$ cat config.mk
export PLATFORM = sky130hd
export DESIGN_NAME = lsb_debounce
export DESIGN_NICKNAME = d
export VERILOG_FILES = /design/src/rtl/lsb_debounce.sv
export SDC_FILE = /design/constraint.sdc
export NUM_CORES = 1
export LEC_CHECK = 0
export ABC_AREA = 1
export BUFFER_PORTS_ARGS = -buffer_cell sky130_fd_sc_hd__buf_2
export CORE_UTILIZATION = 45
export CTS_BUF_LIST = sky130_fd_sc_hd__clkbuf_8
export DETAILED_ROUTE_END_ITERATION = 10
export MAX_ROUTING_LAYER = met4
export PLACE_DENSITY_LB_ADDON = 0.2
export SLEW_MARGIN = 10
export SYNTH_ARGS = -nofsm -noshare
export SYNTH_HDL_FRONTEND = slang
export SYNTH_SLANG_ARGS = --single-unit
$ cat constraint.sdc
create_clock -name clk -period 2.8 [get_ports clk]
set_input_delay 0.42 -clock clk [delete_from_list [all_inputs] [get_ports clk]]
set_output_delay 0.42 -clock clk [all_outputs]
set_load 0.005 [all_outputs]
$ cat src/rtl/lsb_debounce.sv
// Pushbutton / slide-switch debouncer with a small bus register.
// Sync, tick-sampled stability filter, edge pulses, sticky W1C latches.
module lsb_debounce #(
  parameter int PRESC  = 50000,
  parameter int STABLE = 4
) (
  input  logic        clk,
  input  logic        rst,
  input  logic        stb,
  input  logic        we,
  input  logic [31:0] data_in,
  output logic [31:0] data_out,
  output logic        ack,
  input  logic [3:0]  btn_in_n,
  input  logic [9:0]  swi_in,
  output logic [3:0]  btn_out,
  output logic [9:0]  swi_out,
  output logic [3:0]  btn_press,
  output logic [3:0]  btn_rel
);

  localparam int PW = (PRESC > 1) ? $clog2(PRESC) : 1;
  localparam logic [PW-1:0] PLAST = PW'(PRESC - 1);
  localparam logic [2:0] SLAST = 3'(STABLE - 1);
  // Idle raw pattern: buttons released (high), switches low.
  localparam logic [13:0] IDLE = {4'hF, 10'h000};

  logic [13:0] sync1_q, sync2_q;
  logic [13:0] lvl;
  logic [PW-1:0] pre_q, pre_d;
  logic tick;
  logic [2:0] stab_q [14];
  logic [2:0] stab_d [14];
  logic [13:0] deb_q, deb_d;
  logic [3:0] press_q, press_d;
  logic [3:0] rel_q, rel_d;
  logic [3:0] p_q, p_d;
  logic [3:0] r_q, r_d;
  logic wr, rd;
  logic unused_bits;

  assign unused_bits = ^{data_in[31:24], data_in[15:0]};

  // Two-flop synchroniser for all raw inputs.
  always_ff @(posedge clk) begin
    if (rst) begin
      sync1_q <= IDLE;
      sync2_q <= IDLE;
    end else begin
      sync1_q <= {btn_in_n, swi_in};
      sync2_q <= sync1_q;
    end
  end

  // Buttons become active-high after synchronisation.
  assign lvl = {~sync2_q[13:10], sync2_q[9:0]};

  // Sample-tick prescaler, wraps at PRESC-1.
  always_comb begin
    tick  = (pre_q == PLAST);
    pre_d = tick ? '0 : pre_q + 1'b1;
  end

  // Per-input stability counters and debounced levels.
  always_comb begin
    deb_d = deb_q;
    for (int i = 0; i < 14; i++) begin
      stab_d[i] = stab_q[i];
      if (tick) begin
        if (lvl[i] == deb_q[i]) begin
          stab_d[i] = '0;
        end else if (stab_q[i] == SLAST) begin
          deb_d[i]  = lvl[i];
          stab_d[i] = '0;
        end else begin
          stab_d[i] = stab_q[i] + 3'd1;
        end
      end
    end
  end

  // Edge pulses and sticky latches; a set beats a same-cycle clear.
  always_comb begin
    wr      = stb & we;
    rd      = stb & ~we;
    press_d = deb_d[13:10] & ~deb_q[13:10];
    rel_d   = ~deb_d[13:10] & deb_q[13:10];
    p_d     = (p_q & ~({4{wr}} & data_in[19:16])) | press_d;
    r_d     = (r_q & ~({4{wr}} & data_in[23:20])) | rel_d;
  end

  // State registers for filter, pulses and latches.
  always_ff @(posedge clk) begin
    if (rst) begin
      pre_q   <= '0;
      deb_q   <= '0;
      press_q <= '0;
      rel_q   <= '0;
      p_q     <= '0;
      r_q     <= '0;
      for (int i = 0; i < 14; i++) begin
        stab_q[i] <= '0;
      end
    end else begin
      pre_q   <= pre_d;
      deb_q   <= deb_d;
      press_q <= press_d;
      rel_q   <= rel_d;
      p_q     <= p_d;
      r_q     <= r_d;
      for (int i = 0; i < 14; i++) begin
        stab_q[i] <= stab_d[i];
      end
    end
  end

  // Zero-wait bus read mux and outputs.
  always_comb begin
    ack       = stb;
    btn_out   = deb_q[13:10];
    swi_out   = deb_q[9:0];
    btn_press = press_q;
    btn_rel   = rel_q;
    data_out  = '0;
    if (rd) begin
      data_out = {8'h00, r_q, p_q, deb_q[13:10], 2'b00, deb_q[9:0]};
    end
  end

endmodule

# --- Word-level counts from Yosys, hierarchy flattened ---
# Memory sizes are Yosys's and may differ from the RTL's.
# Cells that the tools add are included.
# W data, S select, Z words.
op_classes:
  eq_ne: 29
  muxes: 72
  bitwise: 40
  addsub: 15
  n_reduce_logical: 11
ops:
  columns: ["op", "count"]
  rows:
  - ["$mux W3", 56]
  - ["$add A3 B1 Y3 const B", 14]
  - ["$eq A3 B2 Y1 const B", 14]
  - ["$reduce_and A3 Y1", 10]
  - ["$and A4 B4 Y4", 6]
  - ["$mux W24", 1]
  - ["$not A4 Y4", 5]
  - ["$add A16 B1 Y16 const B", 1]
  - ["$eq A16 B16 Y1 const B", 1]
  - ["$mux W1", 15]
  - ["$eq A1 B1 Y1", 14]
  - ["$or A1 B1 Y1", 14]
  - ["$not A1 Y1", 11]
  - ["$or A4 B4 Y4", 2]
  - ["$and A1 B1 Y1", 2]
  - ["$reduce_or A2 Y1", 1]
word_totals:
  mem_bits_rw: 42
  mem_count: 1
  output_inout_bits: 55
  reg_bits: 74
memory_table:
  columns: ["name", "words", "width", "read_ports", "rd_clocked_by_memory_dff", "write_ports", "line", "rtl"]
  rows:
  - ["stab_q", 14, 3, 14, 0, 14, "32", "logic [2:0] stab_q [14];"]

# --- Longest topological paths before layout ---
# An unclocked memory read counts as a cell.
depth:
  ltp_word: 8
  depth_mapped: 9
  mapped_depth_nobuf: 8

# --- Worst setup path after synthesis ---
# Ideal clock, no wire load.
synth_timing:
  kind: "register to register"
  from: "register pre_q[0]"
  to: "memory stab_q[1][2], in the netlist stab_q[0][5]"
  t_required_ns: 2.686
  path_buffers: 1
  period_less_slack_ns: 1.421
  stages_incl_launch_ff: 8
  path_slack_ns: 1.379
  arrival_ns: 1.308
  path_cell_list: "dfxtp_1 > ha_1 > nand3_2 > nor2_4 > nand2_2 > buf_2 > o21bai_1 > inv_1"
synth_lines:
  columns: ["item", "line", "rtl"]
  rows:
  - ["start, declared", "30", "logic [PW-1:0] pre_q, pre_d;"]
  - ["start signal, assigned", "105", "pre_q <= pre_d;"]
  - ["end, declared", "32", null]

==> impl_metrics.py <==
metrics = {
    "placement": {
        "routabilityCongestion": 0.773,
        "pre_cts_ws_ns": 0.773,
        "io_buffers": 70,
        "dpl.cell_count": 903,
        "dp_hpwl_um": 7100,
    },
    "layout": {
        "area_growth_syn_to_layout_pct": 16.1,
        "nFillCells": 1073,
        "drive_gt1_share_pct": 16.2,
        "final_cells": 935,
        "antennaDiodeCount": 0,
        "nNetsFinal": 847,
    },
    "pwr": {
        "p_sw_mw": 0.722,
        "p_sw_share_pct": 21.3,
        "comb_power_share_pct": 3.0,
        "p_leak_nw": 2.96,
        "power_per_cell_area_nw_per_um2": 574,
        "p_int_mw": 2.67,
        "power_frac_clock_pct": 47.3,
        "ir_drop_uv": 472,
        "seqPwrFrac_pct": 49.6,
        "power_mw": 3.39,
    },
    "worst_setup_path": {
        "path_max_fanout": 20,
        "cp-endpoint": "stab_q[1][9]",
        "cp-startpoint": "pre_q[0]",
        "timing.rr.start": "pre_q[0]",
        "crit_type": "register to register",
        "worstSetupEndpointType": "register",
        "rrSetupSlack_ns": 0.83,
        "start_kind": "register",
        "r2r_cells": 6,
        "cp.arrival_ns": 2.26,
        "timing.rr.end": "stab_q[1][9]",
        "worstPathRequired_ns": 3.08,
    },
    "grt": {
        "grt_use_total_pct": 20.3,
        "antenna_found_initial": 0,
        "grt_start_max_net_pins": 43,
        "gr-total-overflow": 0,
        "grt_pass1_vias": 4076,
        "grt_pass1_wl_um": 17700,
    },
    "clocking": {
        "clock_path_buffers": 2,
        "cts.sinks": 116,
        "postCtsSetupBuffers": 0,
        "clock-root-buffer": "clkbuf_8",
        "worstSkewPairLatency_ns": 0.43,
        "cts_resized": 0,
        "htree_num_levels": 4,
        "cts_tree": "yes",
        "clk_pin_slew_worst_paths_ns": 0.07,
        "numCtsBuffers": 17,
        "cts-hold-fix-buffers": 0,
    },
    "timing": {
        "relSlewSlack_pct": 52.1,
        "setup_tns_ns": 0,
        "setup_viol": 0,
        "tightest_slew_ns": 0.717,
        "clock-skew-final_ns": 0.00812,
        "holdWs_ns": 0.167,
        "finalCritPeriodShare_pct": 70.5,
        "rsz0062_at_grt": "false",
        "hold_violations": 0,
        "setup_slack_ns": 0.827,
        "max_freq_mhz": 507,
        "slew_violations": 0,
        "fin_crit_ns": 1.97,
    },
    "worst_hold_path": {
        "hp-class": "primary input to register",
    },
    "logic_synthesis": {
        "synthDominantCellAreaShare_pct": 45.6,
        "synth_compound_area_share_pct": 4.23,
        "synthXorXnorAreaFrac_pct": 3.10,
        "synth_seq_area_share_pct": 45.6,
        "syn_inst": 712,
        "yosys.area_share.simple_pct": 32.0,
        "synth_warnings": 0,
        "yosysTopAreaCell": "dfxtp_1",
        "synth_fa_ha_area_share_pct": 3.69,
        "ys_ff_latch": 116,
        "syn_area_per_cell_um2": 7.15,
        "synth_area_leaders": "dfxtp_1, nand2_1, nor2_1, inv_1, nand3_1",
        "netlist_area_um2": 5090,
        "synth_cell_types": 29,
        "synth_top_family_by_area": "simple AND/OR/NAND/NOR gates",
        "synth.mux.area_fraction_pct": 0,
    },
    "floorplanning": {
        "coreArea_um2": 10900,
        "die-area_um2": 11700,
        "die-height_um": 108,
        "ios": 105,
        "start_util_pct": 46.5,
        "rows": 38,
        "die_w_um": 108,
    },
    "detailed_routing": {
        "drcViolationCount": 0,
        "drtIter0Drc": 185,
        "vias": 4405,
        "viasPerCell": 4.71,
        "ant_nets": 0,
        "dr.pass1.iters": 4,
        "wl_per_cell_um": 11.3,
        "finalWirelength_um": 10600,
    },
    "outcome": {
        "status": "finished clean",
    },
    "run": {
        "max-cap-violations": 0,
    },
}
worst min path at each step:
stage	startpoint	end	depth (start not counted)
after detailed placement	sync1_q[4]	sync2_q[4]	2
after CTS	btn_in_n[2]	sync1_q[12]	2
final	btn_in_n[0]	sync1_q[10]	2
after floorplan	sync1_q[0]	sync2_q[0]	2
after global placement	sync1_q[6]	sync2_q[6]	2
after global routing	btn_in_n[1]	sync1_q[11]	2
layout by cell type (no fill, tap or decap), types with 5 or more instances in the layout:
cell / synthesis / final
nor2_1: 141 / 141
xor2_1: 8 / 8
o21ai_0: 11 / 11
nor3_1: 9 / 9
nand2_1: 154 / 154
inv_1: 97 / 96
o21ai_1: 16 / 16
ha_1: 15 / 15
conb_1: 1 / 10
dfxtp_1: 116 / 116
clkbuf_8: 0 / 21
buf_4: 13 / 5
a21oi_1: 13 / 13
xnor2_1: 10 / 10
nand4_1: 5 / 5
buf_2: 7 / 70
or2_2: 11 / 11
nand3_1: 60 / 60
clkinv_2: 1 / 9
cell type report:
class                      count  area [um^2]  area share [%]
sequential                   116         2320            39.3
multi-input combinational    472         2230            37.7
clock inverter                11          130            2.20
timing repair buffer          75          388            6.56
inverter                     100          377            6.37
clock buffer                  21          289            4.89
tap                          140          175            2.96
per-layer routing:
layer  GRT usage, %  up-vias  routed length (um)
li1               -     2299                   -
met3           5.79        5                 601
met2           34.4      119                5100
met4           7.24        0                  54
met5              -        -                   0
met1           22.7     1982                4860
synth_stat cells:
library cell and number:
ha_1 15, clkbuf_1 7, nand3_4 1, nor2_8 1, a21boi_1 1, nand3_1 60
xnor2_1 10, or2_2 11, buf_4 13, nand2_1 154, xor2_1 8, inv_1 97
a21oi_1 13, nor3_1 9, nor2_1 141, conb_1 1, o21ai_1 16, nor2_4 1
dfxtp_1 116, o21bai_1 1, nand2_2 3, buf_6 2, inv_2 2, buf_1 4
nand3_2 1, nand4_1 5, buf_2 7, clkinv_2 1, o21ai_0 11
power groups by stage:
| stage | Clock, mW | Sequential (mW) | Combinational, mW |
|---|---|---|---|
| global placement | 0 | 1.72 | 0.103 |
| detailed placement | 0 | 1.72 | 0.105 |
| CTS | 1.65 | 1.68 | 0.105 |
| finish | 1.61 | 1.68 | 0.103 |
| global route | 1.72 | 1.68 | 0.119 |
| floorplan | 0 | 1.72 | 0.0789 |
metrics by stage:
step | instance area [um^2] | util [%]
final | 5910 | 54.0
after global routing | 5910 | 54.0
after CTS | 5910 | 54.0
after detailed placement | 5490 | 50.2
after global placement | 5490 | 50.2
after floorplan | 5120 | -
worst max-delay path, cell delays in order, from the launching register on:
cell	delay (ns)
dfxtp_1	0.37
ha_1	0.21
nand3_2	0.14
nor2_4	0.31
nand2_2	0.09
nand2_1	0.55
o21ai_0	0.15
kinds of logic (layout without fill, tap and decap cells):
kind of cell / Yosys count / count (layout)
fa+ha+maj: 15 / 15
simple gates: 387 / 387
xor+xnor: 18 / 18
buf+inv: 133 / 207
compound gates: 42 / 42
other cells: 1 / 10
flops: 116 / 116
sequential cells by signal, indices dropped and copies added (netlist names):
register   cells
p_q            4
btn_rel        4
deb_q         14
r_q            4
sync1_q       14
sync2_q       14
stab_q        42
btn_press      4
pre_q         16
(Power assumes the default switching activity.)
